## src/rtl/mem_arb_pkg.sv

```systemverilog
// Shared types and constants for the instruction/data memory arbiter.
package mem_arb_pkg;

    // Default number of memory access cycles (legal range 1..15).
    localparam int DEFAULT_LATENCY = 4;

    // Width of the access cycle counter; wide enough for LATENCY-1 = 14.
    localparam int CNT_W = 4;

    // Sequencer states.
    typedef enum logic [1:0] {
        IDLE = 2'd0,
        BUSY = 2'd1,
        DONE = 2'd2
    } arb_state_e;

    // Which requester owns the current access.
    typedef enum logic {
        GNT_IF = 1'b0,
        GNT_DM = 1'b1
    } grant_e;

    // A lone requester always wins. On a conflict the port that did not
    // get the previous grant wins, so neither side can be starved.
    function automatic grant_e pick_winner(input logic   if_req,
                                           input logic   dm_req,
                                           input grant_e last_grant);
        grant_e win;
        if (if_req && dm_req) begin
            win = (last_grant == GNT_DM) ? GNT_IF : GNT_DM;
        end else if (dm_req) begin
            win = GNT_DM;
        end else begin
            win = GNT_IF;
        end
        return win;
    endfunction

endpackage

```

## src/rtl/mem_arbiter.sv

```systemverilog
// Shares one single-ported, fixed-latency memory between the fetch port and
// the data port. A grant latches the winning request; the memory is driven
// for LATENCY cycles and the winner then sees a one-cycle ready pulse.
module mem_arbiter
    import mem_arb_pkg::*;
#(
    parameter int ADDR_W  = 16,
    parameter int DATA_W  = 16,
    parameter int LATENCY = DEFAULT_LATENCY
) (
    input  logic              clk,
    input  logic              rst_n,
    // fetch port
    input  logic              if_req,
    input  logic [ADDR_W-1:0] if_addr,
    output logic [DATA_W-1:0] if_rdata,
    output logic              if_ready,
    // data port
    input  logic              dm_req,
    input  logic              dm_we,
    input  logic [ADDR_W-1:0] dm_addr,
    input  logic [DATA_W-1:0] dm_wdata,
    output logic [DATA_W-1:0] dm_rdata,
    output logic              dm_ready,
    // memory side
    output logic              mem_en,
    output logic              mem_we,
    output logic [ADDR_W-1:0] mem_addr,
    output logic [DATA_W-1:0] mem_wdata,
    input  logic [DATA_W-1:0] mem_rdata
);

    // Counter value seen in the final BUSY cycle.
    localparam logic [CNT_W-1:0] CNT_LAST = CNT_W'(LATENCY - 1);

    arb_state_e        state_q,    state_d;
    logic [CNT_W-1:0]  cnt_q,      cnt_d;
    grant_e            gnt_q,      gnt_d;
    grant_e            last_q,     last_d;
    logic              we_q,       we_d;
    logic [ADDR_W-1:0] addr_q,     addr_d;
    logic [DATA_W-1:0] wdata_q,    wdata_d;
    logic [DATA_W-1:0] if_rdata_q, if_rdata_d;
    logic [DATA_W-1:0] dm_rdata_q, dm_rdata_d;

    // State, counter, request latches and read-data holding registers.
    always_ff @(posedge clk or negedge rst_n) begin
        if (!rst_n) begin
            state_q    <= IDLE;
            cnt_q      <= '0;
            gnt_q      <= GNT_IF;
            last_q     <= GNT_IF;
            we_q       <= 1'b0;
            addr_q     <= '0;
            wdata_q    <= '0;
            if_rdata_q <= '0;
            dm_rdata_q <= '0;
        end else begin
            state_q    <= state_d;
            cnt_q      <= cnt_d;
            gnt_q      <= gnt_d;
            last_q     <= last_d;
            we_q       <= we_d;
            addr_q     <= addr_d;
            wdata_q    <= wdata_d;
            if_rdata_q <= if_rdata_d;
            dm_rdata_q <= dm_rdata_d;
        end
    end

    // Next-state logic: arbitrate and latch in IDLE, count through BUSY,
    // capture read data in the last BUSY cycle, then one DONE cycle.
    always_comb begin
        state_d    = state_q;
        cnt_d      = cnt_q;
        gnt_d      = gnt_q;
        last_d     = last_q;
        we_d       = we_q;
        addr_d     = addr_q;
        wdata_d    = wdata_q;
        if_rdata_d = if_rdata_q;
        dm_rdata_d = dm_rdata_q;

        case (state_q)
            IDLE: begin
                if (if_req || dm_req) begin
                    gnt_d  = pick_winner(if_req, dm_req, last_q);
                    last_d = gnt_d;
                    cnt_d  = '0;
                    if (gnt_d == GNT_DM) begin
                        addr_d  = dm_addr;
                        we_d    = dm_we;
                        wdata_d = dm_wdata;
                    end else begin
                        // Fetch never writes; keep the write-data latch quiet.
                        addr_d  = if_addr;
                        we_d    = 1'b0;
                        wdata_d = '0;
                    end
                    state_d = BUSY;
                end
            end
            BUSY: begin
                cnt_d = cnt_q + 1'b1;
                if (cnt_q == CNT_LAST) begin
                    // Writes leave both read-data registers untouched.
                    if (!we_q) begin
                        if (gnt_q == GNT_IF) begin
                            if_rdata_d = mem_rdata;
                        end else begin
                            dm_rdata_d = mem_rdata;
                        end
                    end
                    state_d = DONE;
                end
            end
            DONE: begin
                state_d = IDLE;
            end
            default: begin
                state_d = IDLE;
            end
        endcase
    end

    // Outputs decode only from state and latches; no request-to-memory path.
    assign mem_en    = (state_q == BUSY);
    assign mem_we    = (state_q == BUSY) && we_q;
    assign mem_addr  = addr_q;
    assign mem_wdata = wdata_q;
    assign if_ready  = (state_q == DONE) && (gnt_q == GNT_IF);
    assign dm_ready  = (state_q == DONE) && (gnt_q == GNT_DM);
    assign if_rdata  = if_rdata_q;
    assign dm_rdata  = dm_rdata_q;

endmodule

```

## config.mk

```make
export PLATFORM = sky130hd
export DESIGN_NAME = mem_arbiter
export DESIGN_NICKNAME = d
export VERILOG_FILES = /design/src/rtl/mem_arb_pkg.sv /design/src/rtl/mem_arbiter.sv
export SDC_FILE = /design/constraint.sdc
export NUM_CORES = 1
export LEC_CHECK = 0
export BUFFER_PORTS_ARGS = -buffer_cell sky130_fd_sc_hd__buf_4
export CORE_UTILIZATION = 45
export DETAILED_ROUTE_END_ITERATION = 8
export GPL_ROUTABILITY_DRIVEN = 0
export PLACE_DENSITY_LB_ADDON = 0.05
export SETUP_SLACK_MARGIN = 0.15
export SLEW_MARGIN = 20
export SYNTH_ARGS = -nofsm -noshare
export SYNTH_HDL_FRONTEND = slang
export SYNTH_SLANG_ARGS = --single-unit
```

## constraint.sdc

```tcl
create_clock -name clk -period 4.54 [get_ports clk]
set_input_delay 0 -clock clk [delete_from_list [all_inputs] [get_ports clk]]
set_output_delay 0 -clock clk [all_outputs]
set_load 0.02 [all_outputs]
```

==> flow_summary.toml, run 1 <==
[status]
status = "complete, but fails checks"
violations = "design-rule violations"

[global_route]
grt_max_degree = 73
grtUsageTotal = 0.208
first_global_vias = 2380
antenna_found_initial = 0
grt_overflow = 0
grt_pass1_wl_um = 11500

[die]
ios = 137
die_x_um = 84.4
die-area_sq_um = 7130
die_h_um = 84.4
num_rows = 29
core_area_sq_um = 6460
initial_core_util = 0.473

[synthesis]
synth_top_area_share = 0.589
synth.area.mux_share = 0.248
synth-seq-area-share = 0.589
mappedNetlistArea_sq_um = 3060
synth_top_flop_cell = "dfrtp_1"
ys_warn_count = 0
synthXorXnorAreaFrac = 0.00287
yosysMostFrequentCell = "dfrtp_1"
synth_top_area_cell = "dfrtp_1"
syn_nets = 264
syn_inst = 194
synth_area_leaders = "dfrtp_1 (59%), mux2_2 (20%), mux2_4 (4.9%), a22o_1 (4.9%), buf_6 (1.5%)"
synth_top_family_by_area = "multiplexers"
synth_edf_count = 0
synth_common_cells = "dfrtp_1 (72), mux2_2 (54), a22o_1 (17), mux2_4 (10), buf_6 (4)"
synth_area_per_cell_sq_um = 15.8
synth-adder-area-share = 0.00409
yosysUniqueCellTypes = 31
synth_compound_gate_area_share = 0.0712
synthArstFlopShare = 1.00
synth-seq-cells = 72
yosys.area_share.simple = 0.0573

[clock_network]
cts_tree = "built"
post_cts_buffers = 0
clock_path_buffers = 2
clock-sinks = 72
cts_resized = 0
cts_buffers = 9
clkTransAtPathRegs_ns = 0.07
htreeDepth = 3
cts-root-buf = "clkbuf_8"
worstSkewPairLatency_ns = 0.33

[timing]
hold_viol = 0
period_share = 0.443
relSlewSlack = 0.413
period_needed_ns = 2.01
fmax_mhz = 497
worstMarginPinSlew_ns = 0.880
clock_skew_ns = 0.0103
maxSlewViolCount = 0
rsz0062_at_grt = "no"
tns_ns = 0
finalSetupViolations = 0

[critical_path]
cp.arrival_ns = 2.27
worst-setup-path-type = "reg2reg"
crit_path_start_kind = "register"
worst_path_max_delay_cell = "nor3b_4"
path_cells = "a21boi_4, nor3b_4, a22o_1"
cpPeakStageDelay_ns = 0.71
critPathMaxFanout = 18
crit_family = "compound AO/OA/AOI/OAI gates"
cp_num_buf_inv = 0
cp-end-kind = "register"
crit_required_ns = 4.80

[final_layout]
fillCellCount = 445
drive_gt1_frac = 0.609
areaGrowthSynthToFinish_pct = 51.1
antennaDiodeCount = 0
nets = 436
multi_input_area_sq_um = 1170
seqCellArea_sq_um = 1800

[power_and_ir_drop]
p_sw_mw = 1.22
power_frac_seq = 0.364
power_density_nw_per_um2 = 694
power.internal_mw = 1.99
power_frac_comb = 0.495
power_mw = 3.21
ir_drop_uv = 336
p_clk_frac = 0.142
switching_share = 0.380
power.leakage_nw = 2.24

[routing]
drc = 8
vias = 2239
dr.pass1.iters = 7
avgViaCountPerCell = 5.00
routedWlPerCell_um = 15.5
drt_wl_total_um = 6940
drt_iter0_drc = 101
antenna_left = 0

[placement]
portBuffers = 136
detailed_place_hpwl_um = 4620

[run]
cap_violations = 0

[min_path]
min_path_type = "in2reg"
## area by class of cell
class / count / area share
sequential: 72 / 0.390
clock buffer: 10 / 0.0298
inverter: 1 / 0.00108
clock inverter: 6 / 0.00975
multi-input combinational: 112 / 0.254
tap: 77 / 0.0209
timing repair buffer: 170 / 0.295
## tightest hold or removal path, cell delays in order
cell and delay (ns):
buf_4 0.07, mux2_2 0.12, mux2_2 0.13
## state kept, by name, indices dropped and copies added, names as in the netlist
name,cells
we_q,1
dm_rdata,16
cnt_q,4
last_q,1
mem_wdata,16
if_rdata,16
state_q,2
mem_addr,16
## power by group through the flow
stage	combinational, mW	sequential (mW)	clock (mW)
floorplan	0.612	1.50	0
global placement	1.55	1.16	0
detailed placement	1.58	1.17	0
CTS	1.60	1.16	0.468
global route	1.69	1.21	0.497
finish	1.59	1.17	0.454
## path summary, 6_finish.rpt
| kind | startpoint | to | slack [ns] | depth (start not counted) |
|---|---|---|---|---|
| min in group asynchronous | rst_n | mem_wdata[0] | 0.34 | 2 |
| worst max-delay path | last_q | mem_wdata[2] | 2.53 | 3 |
| worst min-delay path | if_addr[8] | mem_addr[8] | 0.03 | 3 |
| worst max register to register | last_q | mem_wdata[2] | 2.53 | 3 |
| worst min register to register | if_rdata[8] | if_rdata[8] | 0.51 | 1 |
| max in group asynchronous | rst_n | if_rdata[8] | 3.63 | 2 |
## routing by layer
metal	up-vias	GRT usage	routed length (um)
met3	7	0.0433	397
met2	81	0.361	3570
li1	1051	-	-
met4	0	0.0740	80
met1	1100	0.260	2890
met5	-	0	0
## per-stage QoR
stage	util	std cells	hold WS, ns	instance area, sq um	worst slack (ns)
6_report	0.715	448	0.0250	4620	2.53
5_1_grt	0.715	448	0.0243	4620	2.40
4_1_cts	0.715	448	0.0127	4620	2.52
3_5_place_dp	0.634	398	0.186	4100	2.54
3_3_place_gp	0.634	398	0.187	4100	2.58
2_1_floorplan	-	194	-0.296	3060	2.91
## what timing repair did
| item | CTS | global route |
|---|---|---|
| hold buffers | 34 | 0 |
| endpoints found under the setup margin | 0 | 0 |
| hold endpoints to repair | 121 | 0 |
## placed cells by master, fill, tap and decap left out, drive strengths merged, types with 4 or more instances in the layout
master	synthesis	routed
a22o	17	17
buf	9	136
clkbuf	0	10
clkinv	1	4
dfrtp	72	72
dlygate4sd3	0	34
mux2	64	64
## cell families (layout without fill, tap and decap cells)
group,after synthesis,count (layout)
AO/OA/AOI/OAI,26,26
multiplexers,64,64
adder cells (fa/ha/maj),1,1
AND/OR/NAND/NOR,20,20
buffers and inverters,10,187
flip-flops,72,72
XOR/XNOR,1,1
No activity file was read; power rests on OpenSTA's default activity.
==> run 2, diff against run 1 <==
- CORE_UTILIZATION: 45 -> 42
- clock period: 4.54 -> 1.8 ns (I/O delays scaled with it)
==> flow_summary.toml, run 2 (synthesis gave the netlist of run 1 again) <==
[die]
num_rows = 30
initial_core_util = 0.443
die-area_sq_um = 7620
die_x_um = 87.3
ios = 137
die_h_um = 87.3
core_area_sq_um = 6910

[power_and_ir_drop]
power_density_nw_per_um2 = 1750
ir_drop_uv = 864
power.leakage_nw = 2.36

[routing]
drt_iter0_drc = 43
dr.pass1.iters = 4
wl_met3_um = 415
dr_wl_met2_um = 3640
avgViaCountPerCell = 4.79
drt-met1-wl_um = 2920
highest_layer = "met4"
drc = 0
antenna_left = 0
routedWlPerCell_um = 14.7
vias = 2303
drt_wl_total_um = 7080

[final_layout]
seqCellArea_sq_um = 1800
antennaDiodeCount = 0
final_cell_mix = "buf_4 (145), dfrtp_1 (72), mux2_2 (54), dlygate4sd3_1 (34), a22o_1 (17)"
finalCoreUtilization = 0.702
nets = 450
final_common_cell = "buf_4"
areaGrowthSynthToFinish_pct = 58.6
fillCellCount = 530
multi_input_area_sq_um = 1170
drive_gt1_frac = 0.621

[critical_path]
crit_path_start_kind = "register"
worst-setup-path-type = "reg2reg"
cpPeakStageDelay_ns = 0.39
path_cells = "ha_2, nor3b_4, buf_4, nand3_4, buf_12, mux2_2"
r2r-end = "if_rdata[9]"
rrSetupSlack_ns = 0.19
crit_family = "flip-flops"
cp-end-kind = "register"
r2r_start = "cnt_q[0]"
critPathMaxFanout = 16
worst_path_max_delay_cell = "dfrtp_1"
crit_required_ns = 2.03
r2r.worst_path.cells = 6
cp_num_buf_inv = 2
cp.arrival_ns = 1.84

[timing]
finalSetupViolations = 0
rsz0062_at_grt = "yes"
relSlewSlack = 0.692
fmax_mhz = 620
maxSlewViolCount = 0
period_share = 0.896
hold_viol = 0
clock_skew_ns = 0.00881
tns_ns = 0
fin_ws_ns = 0.186
hold_slack_ns = 0.0147
period_needed_ns = 1.61
worstMarginPinSlew_ns = 0.461

[clock_network]
clock-sinks = 72
clkTransAtPathRegs_ns = 0.08
worstSkewPairLatency_ns = 0.34
cts_tree = "built"
cts-root-buf = "clkbuf_8"
htreeDepth = 3
clock_path_buffers = 2
cts_buffers = 9

[status]
status = "complete, no violations"

[global_route]
grt_max_degree = 38
grtUsageTotal = 0.196
antenna_found_initial = 0
grt_pass1_wl_um = 11300
grt_overflow = 0
first_global_vias = 2374

[placement]
portBuffers = 136
pre_cts_slack_ns = 0.160
detailed_place_hpwl_um = 4770

[min_path]
worstHoldStart = "if_addr[11]"
min_path_cells = 3
min_path_type = "in2reg"
hold_end = "mem_addr[11]"

[run]
cap_violations = 0
run 2: cell count changes in the layout (fill, tap and decap cells not counted):
cell / previous run / this run
ha_1: 1 / 0
buf_12: 0 / 4
bufinv_16: 0 / 2
clkinvlp_4: 3 / 1
buf_4: 136 / 145
clkbuf_8: 10 / 9
clkinv_4: 2 / 1
ha_2: 0 / 1
clkbuf_16: 0 / 1
clkbuf_1: 0 / 2
run 2: how the worst max path moves through the flow:
stage / startpoint / end / depth (start not counted)
final: cnt_q[0] / if_rdata[9] / 6
after global routing: cnt_q[0] / if_rdata[2] / 6
after CTS: cnt_q[0] / dm_rdata[8] / 5
after detailed placement: cnt_q[0] / if_rdata[9] / 4
after global placement: cnt_q[0] / if_rdata[2] / 4
after floorplan: last_q / mem_addr[15] / 5
run 2: report_power, final:
| part | internal [mW] | total (mW) | switching (mW) |
|---|---|---|---|
| clock network | 0.782 | 1.37 | 0.586 |
| registers | 2.44 | 2.93 | 0.497 |
| logic | 2.18 | 4.17 | 1.99 |
| total | 5.40 | 8.47 | 3.07 |
run 2: metrics by stage:
step | instances | instance area [sq um] | total power [mW]
4_1_cts | 479 | 4810 | 8.53
3_5_place_dp | 428 | 4240 | 7.04
2_1_floorplan | 194 | 3060 | 5.33
5_1_grt | 481 | 4850 | 8.95
3_3_place_gp | 428 | 4240 | 6.98
6_report | 481 | 4850 | 8.47
run 2: timing repair:
action                                 4_1_cts  5_1_grt
hold buffers                                34        0
setup endpoints to repair                   12       32
setup buffers                                1        1
endpoints found under the hold margin       88        0
cloned                                       0        1
gates resized for setup                      0        1
pin swaps                                    1        1
run 2: layer usage:
layer | up-vias | track usage
li1 | 1081 | -
met1 | 1137 | 0.235
met2 | 76 | 0.337
met3 | 9 | 0.0493
met4 | 0 | 0.0805
met5 | - | 0
run 2: cell type report:
class | count | share of cell area
clock buffer | 11 | 0.0271
sequential | 72 | 0.372
inverter | 1 | 0.00103
clock inverter | 5 | 0.0168
tap | 96 | 0.0248
multi-input combinational | 112 | 0.242
timing repair buffer | 184 | 0.316
run 2: worst min-delay path, stage by stage:
cell and delay [ns]:
buf_4 0.07, mux2_2 0.12, mux2_2 0.13
